<file path="src/rtl/spi_mem_arbiter.sv">
// Shares one SPI RAM master between the instruction-fetch port (F) and the data port (D).
// Arbitrates, latches the winning request, issues it and routes completion/timeout back to the winner.
module spi_mem_arbiter #(
    parameter int ARB_ROUND_ROBIN = 1,
    parameter int TIMEOUT_CYCLES  = 1024
) (
    input  logic        clk_core_i,
    input  logic        rst_n_i,
    input  logic        f_req_i,
    input  logic [15:0] f_addr_i,
    output logic        f_done_o,
    output logic [15:0] f_rdata_o,
    output logic        f_err_o,
    input  logic        d_req_i,
    input  logic [15:0] d_addr_i,
    input  logic [7:0]  d_wdata_i,
    input  logic        d_rnw_i,
    output logic        d_done_o,
    output logic [7:0]  d_rdata_o,
    output logic        d_err_o,
    output logic        m_start_o,
    output logic [15:0] m_addr_o,
    output logic [7:0]  m_wdata_o,
    output logic        m_rnw_o,
    output logic [1:0]  m_nbytes_o,
    input  logic [7:0]  m_rdata1_i,
    input  logic [7:0]  m_rdata2_i,
    input  logic        m_done_i,
    input  logic        m_busy_i
);
    localparam int CNT_W = (TIMEOUT_CYCLES > 1) ? $clog2(TIMEOUT_CYCLES) : 1;
    localparam logic [CNT_W-1:0] CNT_LAST = (TIMEOUT_CYCLES > 0) ? CNT_W'(TIMEOUT_CYCLES - 1) : '0;
    localparam logic TO_EN = (TIMEOUT_CYCLES != 0);
    localparam logic RR_EN = (ARB_ROUND_ROBIN != 0);

    typedef enum logic [1:0] {
        ST_IDLE  = 2'd0,
        ST_ISSUE = 2'd1,
        ST_WAIT  = 2'd2,
        ST_RESP  = 2'd3
    } state_t;

    state_t state_q, state_d;

    // win_d: 1 = D owns the current transaction; ptr: 1 = D preferred on a tie
    logic             win_d_q, win_d_d;
    logic             ptr_q, ptr_d;
    logic [CNT_W-1:0] cnt_q, cnt_d;

    logic        f_done_q, f_done_d;
    logic [15:0] f_rdata_q, f_rdata_d;
    logic        f_err_q, f_err_d;
    logic        d_done_q, d_done_d;
    logic [7:0]  d_rdata_q, d_rdata_d;
    logic        d_err_q, d_err_d;
    logic        m_start_q, m_start_d;
    logic [15:0] m_addr_q, m_addr_d;
    logic [7:0]  m_wdata_q, m_wdata_d;
    logic        m_rnw_q, m_rnw_d;
    logic [1:0]  m_nbytes_q, m_nbytes_d;

    logic grant_d_s;
    logic start_ok_s;
    logic timeout_s;

    assign start_ok_s = (f_req_i | d_req_i) & ~m_busy_i;
    assign timeout_s  = TO_EN & (cnt_q == CNT_LAST);

    // Winner selection for the IDLE cycle: a lone requester always wins, ties go by mode
    always_comb begin
        if (d_req_i && !f_req_i) begin
            grant_d_s = 1'b1;
        end else if (f_req_i && !d_req_i) begin
            grant_d_s = 1'b0;
        end else if (RR_EN) begin
            grant_d_s = ptr_q;
        end else begin
            grant_d_s = 1'b1;
        end
    end

    // State and output registers
    always_ff @(posedge clk_core_i) begin
        if (!rst_n_i) begin
            state_q    <= ST_IDLE;
            win_d_q    <= 1'b0;
            ptr_q      <= 1'b1;
            cnt_q      <= '0;
            f_done_q   <= 1'b0;
            f_rdata_q  <= 16'h0000;
            f_err_q    <= 1'b0;
            d_done_q   <= 1'b0;
            d_rdata_q  <= 8'h00;
            d_err_q    <= 1'b0;
            m_start_q  <= 1'b0;
            m_addr_q   <= 16'h0000;
            m_wdata_q  <= 8'h00;
            m_rnw_q    <= 1'b0;
            m_nbytes_q <= 2'b00;
        end else begin
            state_q    <= state_d;
            win_d_q    <= win_d_d;
            ptr_q      <= ptr_d;
            cnt_q      <= cnt_d;
            f_done_q   <= f_done_d;
            f_rdata_q  <= f_rdata_d;
            f_err_q    <= f_err_d;
            d_done_q   <= d_done_d;
            d_rdata_q  <= d_rdata_d;
            d_err_q    <= d_err_d;
            m_start_q  <= m_start_d;
            m_addr_q   <= m_addr_d;
            m_wdata_q  <= m_wdata_d;
            m_rnw_q    <= m_rnw_d;
            m_nbytes_q <= m_nbytes_d;
        end
    end

    // Next-state logic; m_done_i only matters in WAIT, so a late pulse elsewhere is dropped
    always_comb begin
        state_d = state_q;
        case (state_q)
            ST_IDLE: begin
                if (start_ok_s) begin
                    state_d = ST_ISSUE;
                end else begin
                    state_d = ST_IDLE;
                end
            end
            ST_ISSUE: state_d = ST_WAIT;
            ST_WAIT: begin
                if (m_done_i || timeout_s) begin
                    state_d = ST_RESP;
                end else begin
                    state_d = ST_WAIT;
                end
            end
            ST_RESP: state_d = ST_IDLE;
            default: state_d = ST_IDLE;
        endcase
    end

    // Output/datapath next values, computed one cycle ahead so every port is a flop
    always_comb begin
        m_start_d  = 1'b0;
        f_done_d   = 1'b0;
        f_err_d    = 1'b0;
        d_done_d   = 1'b0;
        d_err_d    = 1'b0;
        m_addr_d   = m_addr_q;
        m_wdata_d  = m_wdata_q;
        m_rnw_d    = m_rnw_q;
        m_nbytes_d = m_nbytes_q;
        f_rdata_d  = f_rdata_q;
        d_rdata_d  = d_rdata_q;
        win_d_d    = win_d_q;
        ptr_d      = ptr_q;
        cnt_d      = cnt_q;
        case (state_q)
            ST_IDLE: begin
                if (start_ok_s) begin
                    m_start_d = 1'b1;
                    win_d_d   = grant_d_s;
                    if (grant_d_s) begin
                        m_addr_d   = d_addr_i;
                        m_wdata_d  = d_wdata_i;
                        m_rnw_d    = d_rnw_i;
                        m_nbytes_d = 2'b01;
                    end else begin
                        m_addr_d   = f_addr_i;
                        m_wdata_d  = 8'h00;
                        m_rnw_d    = 1'b1;
                        m_nbytes_d = 2'b10;
                    end
                end else begin
                    m_start_d = 1'b0;
                end
            end
            ST_ISSUE: cnt_d = '0;
            ST_WAIT: begin
                cnt_d = cnt_q + CNT_W'(1);
                // Completion beats a coinciding timeout, so the error is only raised without m_done_i
                if (m_done_i || timeout_s) begin
                    f_done_d = ~win_d_q;
                    d_done_d = win_d_q;
                    f_err_d  = ~win_d_q & ~m_done_i;
                    d_err_d  = win_d_q & ~m_done_i;
                end else begin
                    f_done_d = 1'b0;
                    d_done_d = 1'b0;
                end
                if (m_done_i) begin
                    if (!win_d_q) begin
                        f_rdata_d = {m_rdata1_i, m_rdata2_i};
                    end else if (m_rnw_q) begin
                        d_rdata_d = m_rdata1_i;
                    end else begin
                        d_rdata_d = d_rdata_q;
                    end
                end else begin
                    f_rdata_d = f_rdata_q;
                end
            end
            ST_RESP: begin
                if (RR_EN) begin
                    ptr_d = ~win_d_q;
                end else begin
                    ptr_d = ptr_q;
                end
            end
            default: cnt_d = '0;
        endcase
    end

    assign f_done_o   = f_done_q;
    assign f_rdata_o  = f_rdata_q;
    assign f_err_o    = f_err_q;
    assign d_done_o   = d_done_q;
    assign d_rdata_o  = d_rdata_q;
    assign d_err_o    = d_err_q;
    assign m_start_o  = m_start_q;
    assign m_addr_o   = m_addr_q;
    assign m_wdata_o  = m_wdata_q;
    assign m_rnw_o    = m_rnw_q;
    assign m_nbytes_o = m_nbytes_q;

endmodule

</file>
<file path="config.mk">
export PLATFORM = sky130hd
export DESIGN_NAME = spi_mem_arbiter
export DESIGN_NICKNAME = d
export VERILOG_FILES = /design/src/rtl/spi_mem_arbiter.sv
export SDC_FILE = /design/constraint.sdc
export NUM_CORES = 1
export LEC_CHECK = 0
export BUFFER_PORTS_ARGS = -buffer_cell sky130_fd_sc_hd__buf_2
export CORE_MARGIN = 2
export CORE_UTILIZATION = 43
export CTS_CLUSTER_DIAMETER = 200
export DETAILED_ROUTE_END_ITERATION = 7
export PLACE_DENSITY = 0.73
export SYNTH_ARGS = -nofsm -noshare
export SYNTH_HDL_FRONTEND = slang
export SYNTH_SLANG_ARGS = --single-unit
</file>
<file path="constraint.sdc">
create_clock -name clk_core_i -period 1.37 [get_ports clk_core_i]
set_input_delay 0.274 -clock clk_core_i [delete_from_list [all_inputs] [get_ports clk_core_i]]
set_output_delay 0.274 -clock clk_core_i [all_outputs]
set_load 0.1 [all_outputs]
</file>
Word level (Yosys, flattened, before mapping)
Cells that the tools add are included.
{ "op_classes": {"addsub": 1, "eq_ne": 4, "muxes": 11, "bitwise": 7, "reduce_logical": 12} }
{ "op_table": {"columns": ["op", "n"], "rows": [
  ["case mux 10 bit (2 select lines)", 1],
  ["two-way mux 16 bit", 1],
  ["adder 10 x 1 -> 10 bit, second input constant", 1],
  ["equality test 10 bit, second input constant", 1],
  ["two-way mux 8 bit", 1],
  ["case mux 2 bit (4 select lines)", 1],
  ["two-way mux 1 bit", 6],
  ["AND reduction 3 bit", 2],
  ["equality test 2 bit, second input constant", 2],
  ["AND reduction 2 bit", 2],
  ["AND reduction 4 bit", 1],
  ["bitwise AND 1 bit", 3],
  ["NOT 1 bit", 3],
  ["equality test 2 x 1 -> 1 bit, second input constant", 1],
  ["logical AND 1 bit", 2],
  ["zero test 1 bit", 2],
  ["zero test 2 bit", 1],
  ["two-way mux 2 bit", 1],
  ["nonzero test 2 bit", 1],
  ["logical OR 1 bit", 1],
  ["bitwise OR 1 bit", 1]
]} }
{ "word_totals": {"reg_bits": 70, "out_inout_bits": 56, "elab_cells": 50} }

Longest topological paths before layout
Gate-level depths: netlist of run 1.
{ "depth": {"depth_word": 5, "ltp_mapped": 9, "mapped_depth_nobuf": 6} }

Worst setup path after synthesis of run 1
No wires, ideal clock.
{ "synth_timing": {"path_kind": "register to register", "from": "register m_rnw_q (netlist: m_rnw_o)", "to": "register d_rdata_q[0] (netlist: d_rdata_o[0])", "setup_time_ps": 124, "arrival_ps": 1600, "required_ps": 1246, "slack_ps": -354, "stages_incl_launch_ff": 4, "path_buffers": 0, "path_cell_list": "dfxtp_1 -> nand4_1 -> nand2_1 -> a21boi_0"} }
{ "synth_between": {"elab_chain_cells": 1} }
{ "synth_rtl": {"columns": ["element", "line", "text"], "rows": [
  ["from (decl)", "59", "logic m_rnw_q, m_rnw_d;"],
  ["from (signal assigned)", "114", "m_rnw_q <= m_rnw_d;"],
  ["AND reduction 4 bit (no line)", null, null],
  ["to (signal assigned)", "109", "d_rdata_q <= d_rdata_d;"],
  ["to (decl)", "54", "logic [7:0] d_rdata_q, d_rdata_d;"]
]} }
Every way passes these cells.
A chain may end at the register's enable or synchronous reset.

Worst setup path in the final report of run 1
{ "layout_timing": {"from": "register state_q[1]", "to": "register cnt_q[9]"} }
{ "layout_between": {"elab_chain_cells": 2, "word_cells_on_any_way": 4} }
{ "layout_rtl": {"columns": ["element", "line", "text"], "rows": [
  ["from (decl)", "43", "state_t state_q, state_d;"],
  ["from (signal assigned)", "101", "state_q <= state_d;"],
  ["equality test 2 bit / equality test 2 x 1 -> 1 bit (equally long branches)", "159", "case (state_q)"],
  ["case mux 10 bit (2 select lines) / nonzero test 2 bit (equally long branches)", null, null],
  ["to (signal assigned)", "104", "cnt_q <= cnt_d;"],
  ["to (decl)", "48", "logic [CNT_W-1:0] cnt_q, cnt_d;"]
]} }
Several ways; a longest one is shown, not always the timed one.

==> flow_summary_export.csv, run 1 <==
group,metric,value,unit
cts,cts.reportedPaths.clkPinSlew,80,ps
finish,layout-drive-gt1-share,0.384,
synthesis,async_flop_share,0,
synthesis,ys_ff_latch,69,
synthesis,syn_avg_cell_area,8.42,um2
run_status,violations,"setup timing",
finish,n_antenna_cell,0,
global_route,grt_pass1_vias,2712,
setup_path,worstPathRequired,1590,ps
setup_path,worst-path-max-fanout,5,
finish,syn_to_final_growth,45.1,%
run_status,outcome,"finished with violations",
sta,min_period,1430,ps
cts,clock-sinks,69,
sta,skew,8.76,ps
sta,setup_viol,4,
setup_path,cp_slowest_cell,"dfxtp_2",
global_route,overflow,0,
setup_path,cp_num_buf_inv,2,
global_route,grt_pass1_wl,11.6,mm
die,num_rows,29,
placed_design,place_congestion,0.771,
finish,final_cell_mix,"84 x nand2_1, 66 x buf_4, 63 x dfxtp_1, 63 x buf_2, 37 x a21oi_1",
sta,rsz0062_at_grt,"yes",
synthesis,synth_fp_nets,402,
die,die_x,84.9,um
setup_path,crit_type,"reg -> reg",
die,num_io_pins,119,
cts,cts_made_buffers,9,
sta,fin_hold_ws,167,ps
route,num_vias,2766,
die,die_height,84.9,um
route,drtAntennaViolNets,0,
route,remaining_drc_errors,0,
placed_design,io_buffer_count,118,
sta,finalHoldViolCount,0,
setup_path,critical-path-top-delay-family,"flip-flops",
cts,clk_path_buf_depth,2,
synthesis,synth_warnings,0,
route,drt-vias-per-instance,5.02,
route,drtIter0Drc,75,
setup_path,arrival,1650,ps
synthesis,synth_cells,334,
sta,fin_setup_tns,-126,ps
setup_path,cp-end-kind,"flip-flop",
route,first_pass_iters,4,
cts,worstSkewPairLatency,340,ps
die,start_util,0.443,
sta,timing.fmax,0.702,GHz
synthesis,synth_seq_area_share,0.491,
synthesis,synth_ff_type,"dfxtp_1",
die,die_area,0.00720,mm2
cts,htree_levels,3,
sta,period_share,1.04,
cts,cts_tree,"yes",
global_route,grt_max_degree,39,
finish,seqCellArea,0.00139,mm2
power,peakVddDrop,0.895,mV
power,p_leak,1.74,nW
sta,worst_pin_slew,488,ps
cts,cts-root-buf,"clkbuf_8",
finish,nFillCells,533,
die,coreArea,0.00635,mm2
job,cap_violations,0,
route,post_drt_wl_per_cell,12.7,um
route,finalWirelength,7.02,mm
worst_hold_path,hold_class,"in -> reg",
setup_path,crit_path_start_kind,"flip-flop",
setup_path,cp_slowest_stage_delay,350,ps
global_route,gr-usage-all-layers,0.199,
cts,cts.hold.buffers_added,0,
setup_path,worstPathCellList,"inv_2, ha_4, nand4_1, buf_4, nor3_4, xnor2_1, nor2_1",
synthesis,synth_edf_count,0,
power,p_per_area,1220,mW/mm2
sta,slew_viol_final,0,
placed_design,dpl.hpwl,5.00,mm
global_route,antenna_found_initial,0,
synthesis,synth_area,0.00281,mm2
synthesis,synth_cell_types,34,
finish,multiInputGateArea,0.00134,mm2
finish,final_common_cell,"nand2_1",
sta,slew-limit-headroom,0.677,
sta,fin_ws,-55.2,ps
finish,layout.nets,537,
-- timing repair --
| item | 4_1_cts | 5_1_grt |
|---|---|---|
| cloned | 0 | 0 |
| endpoints found under the setup margin | 75 | 40 |
| buffers inserted | 5 | 1 |
| resized for setup | 51 | 15 |
| pin swaps | 4 | 5 |
-- cell usage after synthesis, drive strengths merged (2+ instances only) --
| library cell | count | area (um2) |
|---|---|---|
| nand3 | 11 | 55.1 |
| a21boi | 35 | 263 |
| and2 | 2 | 12.5 |
| o21ai | 24 | 120 |
| and3 | 2 | 12.5 |
| ha | 5 | 62.6 |
| nand2 | 85 | 322 |
| dfxtp | 69 | 1380 |
| or3 | 4 | 30.0 |
| a21oi | 38 | 194 |
| buf | 15 | 88.8 |
| clkbuf | 6 | 22.5 |
| xor2 | 4 | 35.0 |
| nor2 | 13 | 56.3 |
| nand3b | 2 | 15.0 |
| inv | 3 | 11.3 |
| nand4 | 4 | 40.0 |
| nor3 | 5 | 25.0 |
-- state kept, by name, summed over array words and instances, names as in the netlist --
signal	cells
m_wdata_o	8
m_start_o	1
m_nbytes_o	2
m_rnw_o	1
d_done_o	1
cnt_q	10
f_done_o	1
f_err_o	1
f_rdata_o	16
ptr_q	1
state_q	2
d_rdata_o	8
d_err_o	1
m_addr_o	16
-- metrics by stage --
step / setup WS (ps) / instance area, um2 / utilization / cells / power [mW]
detailed placement: -139 / 3690 / 0.581 / 529 / 3.47
finish: -55.2 / 4080 / 0.643 / 551 / 4.99
CTS: -41.4 / 4040 / 0.636 / 550 / 5.04
global placement: -45.4 / 3690 / 0.581 / 529 / 3.45
floorplan: -87.5 / 2850 / - / 334 / 3.11
global route: -156 / 4080 / 0.643 / 551 / 5.22
-- where the power goes --
| group | internal (mW) | leakage [nW] | switching (mW) |
|---|---|---|---|
| Clock | 0.752 | 0.0836 | 0.758 |
| Sequential | 2.10 | 0.564 | 0.0551 |
| Combinational | 0.387 | 1.09 | 0.940 |
| Total | 3.24 | 1.74 | 1.75 |
-- area by class of cell --
cell class	instances	share of cell area
tap	77	0.0236
inverter	3	0.00276
clock buffer	11	0.0371
sequential	69	0.340
multi-input combinational	241	0.329
timing repair buffer	145	0.259
clock inverter	5	0.00859
-- worst paths after layout --
check	start	end	slack (ps)	cells after the start
hold / removal	f_addr_i[11]	m_addr_o[11]	170	3
hold reg to reg	f_rdata_o[12]	f_rdata_o[12]	450	2
setup reg to reg	state_q[1]	cnt_q[9]	-60	7
setup / recovery	state_q[1]	cnt_q[9]	-60	7
-- logic make-up (layout without fill, tap and decap cells) --
| family | Yosys count | after routing | synth area share |
|---|---|---|---|
| adder cells (fa/ha/maj) | 5 | 5 | 0.0222 |
| flip-flops | 69 | 69 | 0.491 |
| AO/OA/AOI/OAI | 99 | 99 | 0.211 |
| buffers and inverters | 24 | 164 | 0.0436 |
| XOR/XNOR | 5 | 5 | 0.0156 |
| AND/OR/NAND/NOR | 132 | 132 | 0.216 |
-- worst min-delay path, cell delays in order --
cell and delay (ps):
buf_2 90, nand2_1 50, a21oi_1 50
-- per-layer routing --
layer  part of all wire  global-route usage  wire length (um)  vias to the layer above
li1                   -                   -                 -                     1396
met1               0.44               0.234              3090                     1263
met2               0.48               0.350              3350                      103
met3              0.073              0.0593               511                        4
met4             0.0090              0.0606                63                        0
met5                  0                   0                 0                        -
No activity file was read; power rests on OpenSTA's default activity.
==> run 2: changes to the inputs <==
ABC_AREA = 1   (was unset)
CAP_MARGIN = 20   (was unset)
REMOVE_ABC_BUFFERS = 1   (was unset)
==> run 2 against run 1 <==
Compared with the run above: the run still ends with setup timing left; clock-buffer cell count shrank 2; first-iteration DRC count increased by 19%; largest power group is now combinational cells; critical endpoint unchanged; combinational power is 110% higher; area after synthesis rose by 0.49%; clock power grew 17%; critical path type unchanged; worst hold slack worse by 3.2 ps; global-route usage is 0.76 points higher.
==> flow_summary_export.csv, run 2 <==
group,metric,value,unit
setup_path,reg2reg_depth,8,
placed_design,io_buffer_count,118,
setup_path,crit_path_start_kind,"flip-flop",
sta,fin_setup_tns,-37.5,ps
synthesis,yosys.area.top_type,"dfxtp_1",
cts,cts-root-buf,"clkbuf_8",
synthesis,synth_top_area_share,0.489,
die,die_x,85.1,um
sta,slew-limit-headroom,0.678,
synthesis,synth_seq_area_share,0.489,
power,pwr-share-clk,0.255,
sta,finalHoldViolCount,0,
setup_path,cp-end-kind,"flip-flop",
global_route,overflow,0,
power,seq_power_share,0.339,
global_route,grt_pass1_wl,12.3,mm
placed_design,place_congestion,0.783,
cts,cts.reportedPaths.clkPinSlew,70,ps
sta,min_period,1400,ps
power,pwr-share-comb,0.406,
die,num_io_pins,119,
power,p_leak,2.00,nW
finish,syn_to_final_growth,47.4,%
setup_path,cp-endpoint,"cnt_q[9]",
cts,htree_levels,3,
synthesis,synth_cell_types,21,
route,first_pass_iters,4,
synthesis,async_flop_share,0,
synthesis,syn_avg_cell_area,7.32,um2
die,die_area,0.00724,mm2
route,drtAntennaViolNets,0,
global_route,grt_pass1_vias,2829,
run_status,outcome,"finished with violations",
synthesis,ys_ff_latch,69,
synthesis,netlist_top_cells_count,"101 x nand2_1, 69 x dfxtp_1, 64 x nor2_1",
route,drt-vias-per-instance,4.91,
setup_path,r2r_start,"state_q[1]",
sta,period_share,1.02,
die,coreArea,0.00635,mm2
sta,slew_viol_final,0,
setup_path,worstSetupStartpoint,"state_q[1]",
setup_path,r2r-end,"cnt_q[9]",
cts,clk_path_buf_depth,2,
global_route,gr-usage-all-layers,0.207,
sta,timing.fmax,0.716,GHz
power,p_int,4.03,mW
finish,final_cell_mix,"98 x nand2_1, 65 x buf_2, 65 x buf_4",
synthesis,synth.most_common_cell,"nand2_1",
sta,rsz0062_at_grt,"yes",
die,start_util,0.445,
setup_path,worstPathRequired,1590,ps
setup_path,worstPathCellList,"inv_2, ha_4, nand2_4, nor2_4, buf_6, nand4_1, nor3_2, nor2_1",
setup_path,cp_slowest_cell,"dfxtp_2",
setup_path,worst-path-max-fanout,6,
cts,cts_tree,"yes",
finish,final_area,0.00417,mm2
route,finalWirelength,7.66,mm
power,peakVddDrop,1.04,mV
cts,cts.hold.buffers_added,0,
sta,setup_viol,2,
synthesis,synth_edf_count,0,
global_route,grt_max_degree,29,
setup_path,arrival,1620,ps
route,drtIter0Drc,89,
cts,cts_made_buffers,9,
global_route,antenna_found_initial,0,
worst_hold_path,hold_class,"in -> reg",
die,num_rows,29,
synthesis,synth_cells,386,
placed_design,placed_cell_area,0.00364,mm2
setup_path,cp_slowest_stage_delay,350,ps
placed_design,dpl.hpwl,5.27,mm
sta,worst_pin_slew,487,ps
route,remaining_drc_errors,0,
route,num_vias,2973,
run_status,violations,"setup timing",
synthesis,synth_ff_type,"dfxtp_1",
sta,skew,11.9,ps
job,cap_violations,0,
finish,layout-drive-gt1-share,0.383,
setup_path,crit_type,"reg -> reg",
die,die_height,85.1,um
setup_path,regToRegSetupSlack,-30,ps
synthesis,synth_area,0.00283,mm2
synthesis,synth_top_cells_by_area,"dfxtp_1 49%, nand2_1 13%, nor2_1 8.5%",
finish,final_common_cell,"nand2_1",
power,p_sw,2.87,mW
power,p_per_area,1660,mW/mm2
sta,fin_ws,-27.3,ps
route,post_drt_wl_per_cell,12.7,um
finish,n_antenna_cell,0,
power,p_sw_frac,0.416,
finish,layout.nets,592,
cts,worstSkewPairLatency,340,ps
cts,clock-sinks,69,
synthesis,synth_warnings,0,
## run 2: changes by cell type after synthesis, sizes merged, moves of 4 or more
cell / previous run / this run
nand3: 11 / 24
inv: 3 / 24
nand2: 85 / 105
o21ai: 24 / 31
xor2: 4 / 0
a21boi: 35 / 0
nor2: 13 / 66
or3: 4 / 0
## run 2: metrics by stage
stage          std cells  setup slack [ps]  hold slack (ps)  power [mW]  utilization
2_1_floorplan        369              -699              346        4.17            -
3_3_place_gp         585              -126              450        4.83        0.573
3_5_place_dp         585              -167              454        4.86        0.573
4_1_cts              604             -39.9              147        6.83        0.635
5_1_grt              605              -120              153        7.26        0.656
6_report             605             -27.3              163        6.90        0.656
## run 2: worst max-delay path: cells and delay by family (launching register included)
family | cells | cell delay [ps]
fa+ha+maj | 1 | 300
buf+inv | 2 | 170
flops | 1 | 350
simple gates | 5 | 460
## run 2: cell families (layout without fill, tap and decap cells)
logic type | count (synthesis) | in the layout | synth area share
DFF | 69 | 69 | 0.489
adders and majority gates | 5 | 5 | 0.0221
buffers and inverters | 42 | 184 | 0.0699
and+or+nand+nor | 204 | 204 | 0.302
AOI/OAI and AO/OA | 66 | 66 | 0.117
## run 2: how the worst min path moves through the flow
stage / startpoint / endpoint / slack [ps] / depth (start not counted)
finish: m_rdata2_i[0] / f_rdata_o[0] / 160 / 3
global route: m_rdata2_i[7] / f_rdata_o[7] / 150 / 3
CTS: m_rdata2_i[2] / f_rdata_o[2] / 150 / 3
detailed placement: m_addr_o[3] / m_addr_o[3] / 450 / 2
global placement: m_addr_o[9] / m_addr_o[9] / 450 / 2
floorplan: m_done_i / d_err_o / 350 / 1
## run 2: layout make-up
class	instances	area (um2)
tap	77	96.3
timing repair buffer	144	1000
clock buffer	9	124
multi-input combinational	275	1370
sequential	69	1390
inverter	25	100
fill	552	2180
clock inverter	6	88.8
## run 2: timing repair
item / in CTS / in global routing
gates resized for setup: 58 / 53
pin swaps: 3 / 6
endpoints found under the setup margin: 77 / 44
cloned: 0 / 1
setup buffers: 4 / 0
## run 2: routing by layer
layer | vias to the layer above | global-route usage | share of wire
met3 | 8 | 0.0564 | 0.066
met5 | - | 0 | 0
met2 | 96 | 0.372 | 0.51
li1 | 1513 | - | -
met4 | 0 | 0.0693 | 0.0089
met1 | 1356 | 0.235 | 0.41
## run 2: power by group through the flow
| stage | registers (mW) | logic (mW) | clock network [mW] |
|---|---|---|---|
| 5_1_grt | 2.36 | 2.97 | 1.92 |
| 3_5_place_dp | 2.35 | 2.51 | 0 |
| 2_1_floorplan | 3.59 | 0.585 | 0 |
| 4_1_cts | 2.33 | 2.69 | 1.81 |
| 3_3_place_gp | 2.35 | 2.48 | 0 |
| 6_report | 2.34 | 2.80 | 1.76 |
